## src/rtl/sdm_modulator_256.sv

```systemverilog
// Second-order 1-bit sigma-delta modulator with a 256x frame counter and a
// single-entry sample holding buffer that feeds the active sample once per frame.
module sdm_modulator_256 #(
  parameter int DATA_W = 22,
  parameter int ACC_W  = 26
) (
  input  logic                     clk_fs,
  input  logic                     rst,
  input  logic signed [DATA_W-1:0] data_in,
  input  logic                     data_valid,
  output logic                     data_ready,
  output logic                     pdm_out,
  output logic                     underrun
);

  localparam int SW = ACC_W + 2;
  localparam logic signed [DATA_W-1:0] X_MAX = DATA_W'(2**(DATA_W-3) - 1);
  localparam logic signed [DATA_W-1:0] X_MIN = DATA_W'(-(2**(DATA_W-3)));
  localparam logic signed [SW-1:0]     V_POS = SW'(2**(DATA_W-2));
  localparam logic signed [SW-1:0]     V_NEG = -V_POS;
  localparam logic signed [SW-1:0]     S_MAX = {3'b000, {(ACC_W-1){1'b1}}};
  localparam logic signed [SW-1:0]     S_MIN = {3'b111, {(ACC_W-1){1'b0}}};

  logic        [7:0]        r_cnt;
  logic                     r_full;
  logic signed [DATA_W-1:0] r_buf;
  logic signed [DATA_W-1:0] r_x;
  logic signed [ACC_W-1:0]  r_i1;
  logic signed [ACC_W-1:0]  r_i2;
  logic                     r_underrun;

  logic                     w_boundary;
  logic                     w_accept;
  logic signed [DATA_W-1:0] w_load_raw;
  logic signed [DATA_W-1:0] w_load;
  logic signed [SW-1:0]     w_v;
  logic signed [SW-1:0]     w_s1;
  logic signed [SW-1:0]     w_s2;
  logic signed [ACC_W-1:0]  w_i1_next;
  logic signed [ACC_W-1:0]  w_i2_next;

  function automatic logic signed [ACC_W-1:0] sat_acc(input logic signed [SW-1:0] s);
    if (s > S_MAX)
      return S_MAX[ACC_W-1:0];
    else if (s < S_MIN)
      return S_MIN[ACC_W-1:0];
    else
      return s[ACC_W-1:0];
  endfunction

  assign w_boundary = (r_cnt == 8'd255);
  assign w_accept   = data_valid && !r_full;
  assign data_ready = !r_full;
  assign pdm_out    = !r_i2[ACC_W-1];
  assign underrun   = r_underrun;

  // A buffered word has priority; otherwise a boundary handshake bypasses to x.
  always_comb begin
    w_load_raw = r_full ? r_buf : data_in;
    w_load     = w_load_raw;
    if (w_load_raw > X_MAX)
      w_load = X_MAX;
    else if (w_load_raw < X_MIN)
      w_load = X_MIN;
  end

  always_comb begin
    w_v       = pdm_out ? V_POS : V_NEG;
    w_s1      = {{2{r_i1[ACC_W-1]}}, r_i1} + {{(SW-DATA_W){r_x[DATA_W-1]}}, r_x} - w_v;
    w_i1_next = sat_acc(w_s1);
    w_s2      = {{2{r_i2[ACC_W-1]}}, r_i2} + {{2{w_i1_next[ACC_W-1]}}, w_i1_next} - w_v;
    w_i2_next = sat_acc(w_s2);
  end

  always_ff @(posedge clk_fs or posedge rst) begin
    if (rst) begin
      r_cnt      <= '0;
      r_full     <= 1'b0;
      r_buf      <= '0;
      r_x        <= '0;
      r_i1       <= '0;
      r_i2       <= '0;
      r_underrun <= 1'b0;
    end else begin
      r_cnt      <= r_cnt + 8'd1;
      r_i1       <= w_i1_next;
      r_i2       <= w_i2_next;
      r_underrun <= 1'b0;
      if (w_boundary) begin
        if (r_full) begin
          r_x    <= w_load;
          r_full <= 1'b0;
        end else if (w_accept) begin
          r_x <= w_load;
        end else begin
          r_underrun <= 1'b1;
        end
      end else if (w_accept) begin
        r_buf  <= data_in;
        r_full <= 1'b1;
      end
    end
  end

endmodule
```

## config.mk

```make
export PLATFORM = sky130hd
export DESIGN_NAME = sdm_modulator_256
export DESIGN_NICKNAME = d
export VERILOG_FILES = /design/src/rtl/sdm_modulator_256.sv
export SDC_FILE = /design/constraint.sdc
export NUM_CORES = 1
export LEC_CHECK = 0
export BUFFER_PORTS_ARGS = -buffer_cell sky130_fd_sc_hd__buf_2
export CAP_MARGIN = 20
export CELL_PAD_IN_SITES_DETAIL_PLACEMENT = 1
export CELL_PAD_IN_SITES_GLOBAL_PLACEMENT = 2
export CORE_MARGIN = 4
export CORE_UTILIZATION = 41
export DETAILED_ROUTE_END_ITERATION = 16
export PLACE_DENSITY_LB_ADDON = 0.15
export SLEW_MARGIN = 0
export SYNTH_ARGS = -nofsm -noshare
export SYNTH_HDL_FRONTEND = slang
export SYNTH_SLANG_ARGS = --single-unit
```

## constraint.sdc

```tcl
create_clock -name clk_fs -period 9.2 [get_ports clk_fs]
set_input_delay 0.46 -clock clk_fs [delete_from_list [all_inputs] [get_ports clk_fs]]
set_output_delay 0.46 -clock clk_fs [all_outputs]
set_load 0.01 [all_outputs]
```

### Word-level counts from Yosys, hierarchy flattened

Index checks and enable logic that the tools add are counted.

* reductions and logical operators: 7
* equality and inequality tests: 1
* order comparisons: 6
* add/sub/neg operators: 5
* bitwise logic cells: 1
* multiplexer cells: 15

Operators with widths (count)
* $mux 22: 5
* $mux 26: 4
* $gt 28x26->1 const B: 2
* $lt 28x26->1 const B: 2
* $sub 28x28->28: 2
* $mux 28: 1
* $add 26x22->27: 1
* $add 26x26->27: 1
* $gt 22x20->1 const B: 1
* $lt 22x20->1 const B: 1
* $add 8x1->8 const B: 1
* $eq 8x8->1 const B: 1
* $mux 1: 5
* $reduce_and 2->1: 2
* $reduce_bool 2->1: 2
* $logic_not 1->1: 2
* $logic_and 1x1->1: 1
* $not 1->1: 1

* bits in registers: 106
* input bits: 25
* output and inout port bits: 3

### Depth between registers and ports, before layout

Gate-level depths: netlist of run 1.

* depth in word-level cells: 10
* gate-level depth with buffers: 46
* depth with buffers taken out: 44

### Worst setup path before layout of run 1

OpenSTA, ideal clock, no wires.

* path kind: reg-to-reg
* from: register r_x[1]
* to: register r_i2[10]
* cell stages (with the launch flop): 46
* setup slack: 860 ps
* path buffers: 2
* setup time: 137 ps
* data arrival time: 8204 ps
* period minus slack after synthesis: 8340 ps
* path through: dfrtp_1 > ha_1 > a21o_1 > a21oi_1 > nor2b_1 > o31ai_4 > a31oi_1 > a41o_1 > a221o_1 > o311ai_2 > nor2b_1 > xnor2_1 > ha_1 > inv_1 > o21bai_1 > a21oi_1 > o21ai_0 > xor2_1 > [10 not listed] > a21o_1 > and2_1 > o21ai_0 > nand2b_1 > xor2_1 > inv_1 > fa_1 > nor2b_1 > o21ai_0 > nand2b_1 > a21o_1 > a21oi_1 > xor2_1 > o21a_1 > nor2_1 > a21oi_2 > clkbuf_1 > o21ai_0

* cells in the longest elaborated chain, start to end: 10
* elaborated cells on any way between the ends: 12
* classes of those cells: add/sub (4); order compare (4); mux (4)

Ends and longest elaborated chain
* from (decl): line 27 `logic signed [DATA_W-1:0] r_x;`
* from (signal assigned): line 91 `r_x <= w_load;`
* from (signal assigned): line 94 `r_x <= w_load;`
* $add 26x22->27 (*): line 69 `w_s1 = {{2{r_i1[ACC_W-1]}}, r_i1} + {{(SW-DATA_W){r_x[DATA_W-1]}}, r_x} - w_v;`
* $sub 28x28->28 (*): line 69
* $lt 28x26->1: line 45 `else if (s < S_MIN)`
* $mux 26: line 45
* $mux 26 (*): line 43 `if (s > S_MAX)`
* named net w_i1_next[1]: line 39 `logic signed [ACC_W-1:0] w_i1_next;`
* $add 26x26->27 (*): line 71 `w_s2 = {{2{r_i2[ACC_W-1]}}, r_i2} + {{2{w_i1_next[ACC_W-1]}}, w_i1_next} - w_v;`
* $sub 28x28->28 (*): line 71
* $lt 28x26->1: line 45
* $mux 26: line 45
* $mux 26 (*): line 43
* named net w_i2_next[10]: line 40 `logic signed [ACC_W-1:0] w_i2_next;`
* to (signal assigned): line 87 `r_i2 <= w_i2_next;`
* to (decl): line 29 `logic signed [ACC_W-1:0] r_i2;`

Mark *: on every way through the listed nets, which the timed path passes. The rest lies on a longest branch.
A chain may end at the register's enable or synchronous reset.

### Worst setup path in the final report of run 1

* from: register r_x[1]
* to: register r_i2[4]

The elaborated chain is that of the path after synthesis.

==> flow_summary_export.csv, run 1 <==
group,metric,value,unit
cells_and_area,design_area,8210,um2
synthesis,synth_edf_count,0,
clock_tree,clock-sinks,106,
clock_tree,cts_buffer_depth,2,
critical_path,start_kind,"flip-flop",
min_path,hold_class,"in2async",
sta,finalMaxSlewViolations,0,
grt,grt_pass1_vias,5708,
synthesis,yosys.area.top_type,"dfrtp_1",
cells_and_area,fin_cells,963,
detailed_routing,drt-total-wl,17.8,mm
synthesis,synthMuxAreaShare,6.37,%
critical_path,worstSetupEndpoint,"r_i2[4]",
critical_path,cp.arrival,9000,ps
clock_tree,cts_root_buf,"clkbuf_16",
synthesis,syn_area,7030,um2
synthesis,syn_area_per_cell,10.2,um2
synthesis,synth_compound_area_share,24.9,%
critical_path,crit_path_max_incr_delay,430,ps
cells_and_area,seqCellArea,2650,um2
placement,gp_congestion,0.812,
floorplan,start_util,42.1,%
critical_path,worstReg2RegStart,"r_x[1]",
placement,post_dp_cell_area,7460,um2
placement,port-buffer-count,27,
synthesis,synth_top_family_by_area,"compound AO/OA/AOI/OAI gates",
cells_and_area,multi_input_area,4470,um2
floorplan,core_area,16700,um2
synthesis,synth-xor-area-share,7.22,%
critical_path,worst-path-buf-inv,7,
critical_path,cp.required,9460,ps
sta,worst_slew_pin_slew,830,ps
floorplan,fp.dieH,139,um
grt,antenna_found_initial,0,
detailed_routing,antenna_left,0,
grt,overflow,0,
synthesis,yosys.area.top_type_share,37.7,%
critical_path,critical-path-top-delay-family,"compound AO/OA/AOI/OAI gates",
clock_tree,clk_pin_slew,80,ps
cells_and_area,layout_common_cells,"dfrtp_1, ha_1, a21oi_1",
placement,dpl.hpwl,12.7,mm
placement,place_inst,929,
critical_path,cp-startpoint,"r_x[1]",
synthesis,synth_cell_type_count,66,
grt,grt_max_degree,67,
detailed_routing,num_vias,5337,
critical_path,reg2reg_depth,44,
cells_and_area,final_layout_size_suffix_gt1_share,23.6,%
critical_path,crit_type,"reg2reg",
job,drv_cap,0,
clock_tree,clk_latency,360,ps
detailed_routing,route.detailed.drc,0,
clock_tree,htree_levels,3,
cells_and_area,final_nets,832,
synthesis,syn-num-nets,783,
critical_path,cp_max_fo,25,
grt,grt_pass1_wl,28.4,mm
cells_and_area,area_delta_synth_final,16.8,%
sta,max_slew_margin,44.7,%
detailed_routing,via_per_inst,5.54,
synthesis,async_flop_share,100,%
synthesis,ys_warn_count,0,
sta,skew,9.22,ps
detailed_routing,drt_first_pass_iters,4,
floorplan,die_w,139,um
critical_path,crit_path_end_kind,"flip-flop",
status,status,"finished, final reports clean",
detailed_routing,drt_iter0_drc,132,
synthesis,synthTopCellsByArea,"dfrtp_1, ha_1, a21oi_1",
floorplan,io_pins,28,
synthesis,synth_fa_ha_area_share,12.7,%
sta,fmax,114,MHz
grt,track_usage,17.7,%
cells_and_area,mostFrequentLayoutCell,"dfrtp_1",
cells_and_area,fill_cells,1864,
critical_path,slowest_stage,"or3_1",
synthesis,synth-main-ff-cell,"dfrtp_1",
synthesis,syn_inst,689,
sta,setup_viol,0,
critical_path,cp.depth,44,
floorplan,dieArea,19300,um2
synthesis,synth_simple_gate_area_share,7.86,%
clock_tree,cts_tree,"yes",
sta,final-hold-violation-count,0,
synthesis,ys_seq_area_share,37.7,%
detailed_routing,wire_per_inst,18.5,um
cells_and_area,antennaDiodeCount,0,
sta,period_share,95.0,%
critical_path,crit_path_frequent_cell,"a21o_1",
clock_tree,cts_made_buffers,9,
sta,fin_crit,8740,ps
critical_path,ff2ff_setup_slack,460,ps
synthesis,ys_ff_latch,106,
floorplan,num_rows,47,
critical_path,r2r-end,"r_i2[4]",
## Yosys cell counts, types with 2 or more instances
cell and number:
dfrtp_1 106, ha_1 65, a21oi_1 52, o21ai_0 51
nor2_1 33, inv_1 32, nand2_1 30, xnor2_1 29
o21a_1 28, xor2_1 24, mux2_2 22, o21ai_2 22
a21o_1 21, mux2i_1 20, o211ai_1 18, nand3_1 13
o21bai_1 12, clkbuf_1 9, nand2b_1 8, nor2b_1 7
nor3_1 7, a31oi_1 5, and2_1 4, buf_6 4
fa_1 4, nand4_1 4, o21ai_1 4, a211oi_1 3
and3_1 3, buf_1 3, o31a_1 3, o31ai_1 3
a221o_1 2, a221oi_1 2, a311oi_1 2, buf_2 2
o311ai_1 2, or3_1 2
## layer usage
metal  wire (um)  global-route usage (%)  vias up
met5           0                       0        -
li1            -                       -     2614
met4         234                    4.63        0
met2        8510                    28.4       46
met1        8690                    25.1     2662
met3         360                    2.97       15
## worst min-delay path by stage
stage          cells past startpoint  slack (ps)        to
2_1_floorplan                      1         440  r_cnt[0]
3_3_place_gp                       1         460  r_cnt[0]
3_5_place_dp                       1         480  r_cnt[0]
4_1_cts                            2         170   r_i2[4]
5_1_grt                            2         200   r_i2[6]
6_report                           2         150   r_i2[4]
## registers in the layout, summed over array words and instances (netlist names)
signal,count
r_i2,26
r_cnt,8
r_buf,22
r_i1,26
r_x,22
r_full,1
underrun,1
## cell type report
class	count	area share (%)
Multi-Input combinational cell	533	54.4
Clock buffer	9	2.74
Tap cell	220	3.35
Clock inverter	7	0.762
Inverter	32	1.49
Timing Repair Buffer	56	4.95
Sequential cell	106	32.3
## worst register-to-register path: cells and delay by family (launching register included)
kind | cells | cell delay [ps]
AOI/OAI and AO/OA | 22 | 4200
and+or+nand+nor | 7 | 1300
adders and majority gates | 4 | 1290
buffers and inverters | 7 | 950
xor gates and xnor gates | 4 | 540
DFF | 1 | 390
## what timing repair did
item / 4_1_cts / 5_1_grt
pin swaps: 3 / 20
hold buffers: 0 / 0
gates resized for setup: 6 / 51
setup buffers: 5 / 10
endpoints found under the setup margin: 25 / 26
gates cloned: 0 / 2
## per-stage QoR
step           hold WS (ps)  setup TNS [ps]  util [%]  setup slack [ps]
6_report                153               0      49.2               464
5_1_grt                 201            -160      49.2             -40.3
4_1_cts                 166               0      46.9              10.1
3_5_place_dp            476           -5340      44.7              -272
3_3_place_gp            459               0      44.7               107
2_1_floorplan           443               0         -               860
## kinds of logic (layout without fill, tap and decap cells)
group                    Yosys count  count (layout)
buffers and inverters             51             104
XOR/XNOR                          55              55
multiplexers                      42              42
adder cells (fa/ha/maj)           69              69
AO/OA/AOI/OAI                    250             251
AND/OR/NAND/NOR                  116             116
flip-flops                       106             106
Power of run 1 is not shown: default switching activity piles up to over one toggle a cycle in this logic, so the estimate is an artifact.
==> inputs of run 2 (changes only) <==
--- a/config.mk
+++ b/config.mk
@@ -12,7 +12,9 @@
 export CORE_MARGIN = 4
 export CORE_UTILIZATION = 41
 export DETAILED_ROUTE_END_ITERATION = 16
+export GPL_ROUTABILITY_DRIVEN = 0
 export PLACE_DENSITY_LB_ADDON = 0.15
+export RECOVER_POWER = 25
 export SLEW_MARGIN = 0
 export SYNTH_ARGS = -nofsm -noshare
 export SYNTH_HDL_FRONTEND = slang
==> flow_summary_export.csv, run 2 (same netlist as run 1, synthesis figures left out) <==
group,metric,value,unit
status,status,"finished, violations left",
status,violations,"capacitance limit, slew limit",
cells_and_area,mostFrequentLayoutCell,"dfrtp_1",
detailed_routing,drt_iter0_drc,134,
critical_path,cp.required,9460,ps
grt,antenna_found_initial,0,
grt,grt_pass1_wl,28.4,mm
cells_and_area,layout_common_cells,"dfrtp_1, ha_1, a21oi_1",
critical_path,crit_path_max_incr_delay,430,ps
critical_path,slowest_stage,"or3_1",
cells_and_area,final_core_util,49.1,%
min_path,hold_class,"in2reg",
detailed_routing,num_vias,5338,
detailed_routing,drt-total-wl,17.8,mm
sta,final.setup.tns,0,ps
cells_and_area,design_area,8210,um2
clock_tree,cts_root_buf,"clkbuf_16",
floorplan,fp.dieH,139,um
floorplan,dieArea,19300,um2
detailed_routing,antenna_left,0,
grt,overflow,0,
floorplan,num_rows,47,
clock_tree,cts_buffer_depth,2,
detailed_routing,drt_first_pass_iters,4,
clock_tree,clk_latency,360,ps
floorplan,start_util,42.1,%
grt,track_usage,17.7,%
sta,final-hold-violation-count,0,
sta,fmax,114,MHz
detailed_routing,via_per_inst,5.54,
grt,grt_pass1_vias,5708,
floorplan,core_area,16700,um2
sta,setup_viol,0,
placement,port-buffer-count,27,
cells_and_area,final_layout_size_suffix_gt1_share,23.3,%
cells_and_area,area_delta_synth_final,16.7,%
job,drv_cap,2,
critical_path,crit_path_end_kind,"flip-flop",
cells_and_area,largest_registers,"r_i1 x26, r_i2 x26",
cells_and_area,antennaDiodeCount,0,
sta,fin_crit,8740,ps
cells_and_area,final_nets,832,
sta,period_share,95.0,%
detailed_routing,wire_per_inst,18.5,um
placement,post_dp_cell_area,7460,um2
critical_path,worst-path-buf-inv,7,
grt,grt_max_degree,67,
critical_path,critical-path-top-delay-family,"compound AO/OA/AOI/OAI gates",
clock_tree,htree_levels,3,
critical_path,start_kind,"flip-flop",
placement,dpl.hpwl,12.7,mm
critical_path,crit_path_frequent_cell,"a21o_1",
sta,worst_slew_pin_slew,3500,ps
cells_and_area,fill_cells,1861,
critical_path,cp.arrival,9000,ps
floorplan,io_pins,28,
clock_tree,clock-sinks,106,
critical_path,crit_type,"reg2reg",
detailed_routing,route.detailed.drc,0,
critical_path,cp_max_fo,25,
sta,max_slew_margin,-134,%
sta,finalMaxSlewViolations,109,
clock_tree,clk_pin_slew,80,ps
clock_tree,cts_tree,"yes",
floorplan,die_w,139,um
clock_tree,cts_made_buffers,9,
sta,skew,9.22,ps
==> run 2: cell types whose count changed in the layout (fill, tap and decap cells not counted) <==
cell and delta:
buf_2 -1, buf_4 -1, clkbuf_1 +2, clkinvlp_2 +1, inv_4 -1
==> run 2: worst paths after layout <==
kind	start	endpoint	slack (ps)	cells past startpoint
min in group asynchronous	rst	r_i2[4]	580	2
max reg2reg	r_x[1]	r_i2[4]	460	44
max in group asynchronous	rst	r_x[14]	4640	3
max	r_x[1]	r_i2[4]	460	44
min	data_valid	underrun	290	2
min reg2reg	r_cnt[0]	r_cnt[0]	480	1
==> run 2: final cells by class <==
type | instances | area (um2) | share of cell area, %
clock buffers | 9 | 225 | 2.74
clock inverters | 7 | 62.6 | 0.762
inverters | 32 | 121 | 1.48
multi-input cells | 533 | 4470 | 54.5
flip-flops and latches | 106 | 2650 | 32.3
well taps | 220 | 275 | 3.35
repair buffers | 56 | 402 | 4.89
==> run 2: metrics by stage <==
stage / setup slack [ps] / cells / hold WS [ps]
after floorplan: 860 / 689 / 443
after global placement: 107 / 929 / 459
after detailed placement: -272 / 929 / 476
after CTS: 10.1 / 950 / 166
after global routing: -40.3 / 963 / 292
final: 461 / 963 / 291
==> run 2: per-layer routing <==
metal  vias up  global-route usage, %  part of all wire, %
li1       2614                      -                    -
met1      2663                   25.1                   49
met2        46                   28.4                   48
met3        15                   2.97                  2.0
met4         0                   4.63                  1.3
met5         -                      0                    0
==> run 2: what timing repair did <==
| action | in CTS | in global routing |
|---|---|---|
| endpoints found under the setup margin | 25 | 26 |
| gates cloned | 0 | 2 |
| gates resized for setup | 6 | 51 |
| setup buffers | 5 | 10 |
| pin swaps | 3 | 20 |
| hold endpoints to repair | 0 | 0 |
| hold buffers | 0 | 0 |
Power of run 2 is left out for the same reason.
==> inputs of run 3 (changes only) <==
--- a/config.mk
+++ b/config.mk
@@ -5,10 +5,11 @@
 export SDC_FILE = /design/constraint.sdc
 export NUM_CORES = 1
 export LEC_CHECK = 0
-export BUFFER_PORTS_ARGS = -buffer_cell sky130_fd_sc_hd__buf_2
+export BUFFER_PORTS_ARGS = -buffer_cell sky130_fd_sc_hd__clkbuf_2
 export CAP_MARGIN = 20
 export CELL_PAD_IN_SITES_DETAIL_PLACEMENT = 1
 export CELL_PAD_IN_SITES_GLOBAL_PLACEMENT = 2
+export CORE_ASPECT_RATIO = 2
 export CORE_MARGIN = 4
 export CORE_UTILIZATION = 41
 export DETAILED_ROUTE_END_ITERATION = 16
==> flow_summary_export.csv, run 3 (same netlist as run 1, synthesis figures left out) <==
group,metric,value,unit
critical_path,cp.required,9470,ps
detailed_routing,drt-total-wl,17.9,mm
clock_tree,clock-sinks,106,
critical_path,slowest_stage,"fa_1",
grt,grtUsageMet2,35.0,%
sta,skew,9.87,ps
cells_and_area,layout_common_cells,"dfrtp_1, ha_1, o21ai_0",
grt,overflow,0,
grt,track_usage,18.4,%
grt,globalRouteMet3Util,2.56,%
detailed_routing,drt_first_pass_iters,4,
clock_tree,cts_hold_buf,0,
cells_and_area,final_nets,836,
sta,finalMaxSlewViolations,68,
critical_path,r2r-end,"r_i2[4]",
grt,busiest_layer,"met2",
clock_tree,cts_made_buffers,9,
cells_and_area,mostFrequentLayoutCell,"dfrtp_1",
critical_path,ff2ff_setup_slack,370,ps
floorplan,fp.dieH,193,um
min_path,hold_depth,2,
sta,worst_slack,371,ps
floorplan,num_rows,67,
clock_tree,cts_root_buf,"clkbuf_16",
status,violations,"capacitance limit, slew limit",
detailed_routing,antenna_left,0,
critical_path,crit_path_frequent_cell,"a21o_1",
sta,max_slew_margin,-114,%
grt,grt_pass1_wl,28.9,mm
critical_path,worstReg2RegStart,"r_x[1]",
sta,holdWs,299,ps
detailed_routing,route.detailed.drc,0,
floorplan,io_pins,28,
cells_and_area,multi_input_area,4420,um2
critical_path,cp.arrival,9100,ps
sta,period_share,96.0,%
critical_path,reg2reg_depth,44,
grt,grt_max_degree,68,
clock_tree,htree_levels,3,
floorplan,die_w,101,um
detailed_routing,num_vias,5397,
sta,final.setup.tns,0,ps
clock_tree,cts_tree,"yes",
placement,dpl.hpwl,13.3,mm
job,drv_cap,1,
clock_tree,cts_buffer_depth,2,
cells_and_area,final_layout_size_suffix_gt1_share,22.9,%
sta,worst_slew_pin_slew,3190,ps
clock_tree,clk_pin_slew,70,ps
critical_path,crit_path_end_kind,"flip-flop",
critical_path,start_kind,"flip-flop",
critical_path,crit_path_max_incr_delay,420,ps
placement,pre_cts_ws,-169,ps
min_path,holdPathEnd,"underrun",
grt,antenna_found_initial,0,
clock_tree,clk_latency,360,ps
cells_and_area,fill_cells,1921,
cells_and_area,seqCellArea,2650,um2
placement,port-buffer-count,27,
critical_path,cp_max_fo,25,
status,status,"finished, violations left",
sta,fmax,113,MHz
sta,setup_viol,0,
grt,gr-usage-met1,20.0,%
detailed_routing,drt_iter0_drc,78,
detailed_routing,wire_per_inst,18.8,um
critical_path,crit_type,"reg2reg",
detailed_routing,via_per_inst,5.66,
sta,fin_crit,8830,ps
min_path,min_from,"data_valid",
sta,final-hold-violation-count,0,
cells_and_area,largest_registers,"r_i1 x26, r_i2 x26",
floorplan,core_area,16800,um2
min_path,hold_class,"in2reg",
grt,grt_pass1_vias,5850,
cells_and_area,antennaDiodeCount,0,
cells_and_area,area_delta_synth_final,15.7,%
floorplan,dieArea,19400,um2
floorplan,start_util,41.7,%
==> run 3: cell types whose count changed in the layout (fill, tap and decap cells not counted), sizes merged <==
| cell | change |
|---|---|
| clkbuf | +28 |
| buf | -20 |
| inv | -3 |
| clkinv | -2 |
==> run 3: layer usage <==
layer  share of wire, %  vias up
li1                   -     2616
met1                 38     2717
met2                 58       44
met3                1.9       20
met4                2.0        0
met5                  0        -
==> run 3: how the worst max path moves through the flow <==
stage | from | to | slack [ps]
floorplan | r_x[1] | r_i2[10] | 860
detailed placement | r_x[1] | r_i2[22] | -170
global placement | r_x[1] | r_i2[6] | 250
CTS | r_x[1] | r_i2[22] | 40
global route | r_x[1] | r_i2[19] | -100
finish | r_x[1] | r_i2[4] | 370
==> run 3: cell type report <==
type / instances / area share (%)
Clock buffer: 13 / 3.08
Clock inverter: 2 / 0.169
Inverter: 32 / 1.49
Multi-Input combinational cell: 533 / 54.3
Sequential cell: 106 / 32.6
Tap cell: 207 / 3.18
Timing Repair Buffer: 60 / 5.15
==> run 3: per-stage QoR <==
stage | cells | utilization [%] | cell area [um2]
after floorplan | 689 | - | 7030
after global placement | 922 | 44.5 | 7500
after detailed placement | 922 | 44.5 | 7500
after CTS | 939 | 46.3 | 7800
after global routing | 953 | 48.3 | 8140
final | 953 | 48.3 | 8140
==> run 3: repair_timing <==
item / 4_1_cts / 5_1_grt
endpoints found under the hold margin: 0 / 0
pin swaps: 3 / 15
setup endpoints to repair: 25 / 25
gates cloned: 0 / 1
setup buffers: 2 / 12
resized for setup: 4 / 44
==> run 3: worst max-delay path: cells and delay by family (launching register included) <==
family,cells,cell delay (ps)
AOI/OAI and AO/OA,24,4770
adders and majority gates,4,1250
and+or+nand+nor,7,930
xor gates and xnor gates,4,690
buffers and inverters,5,640
DFF,1,390
Power of run 3 is left out for the same reason.
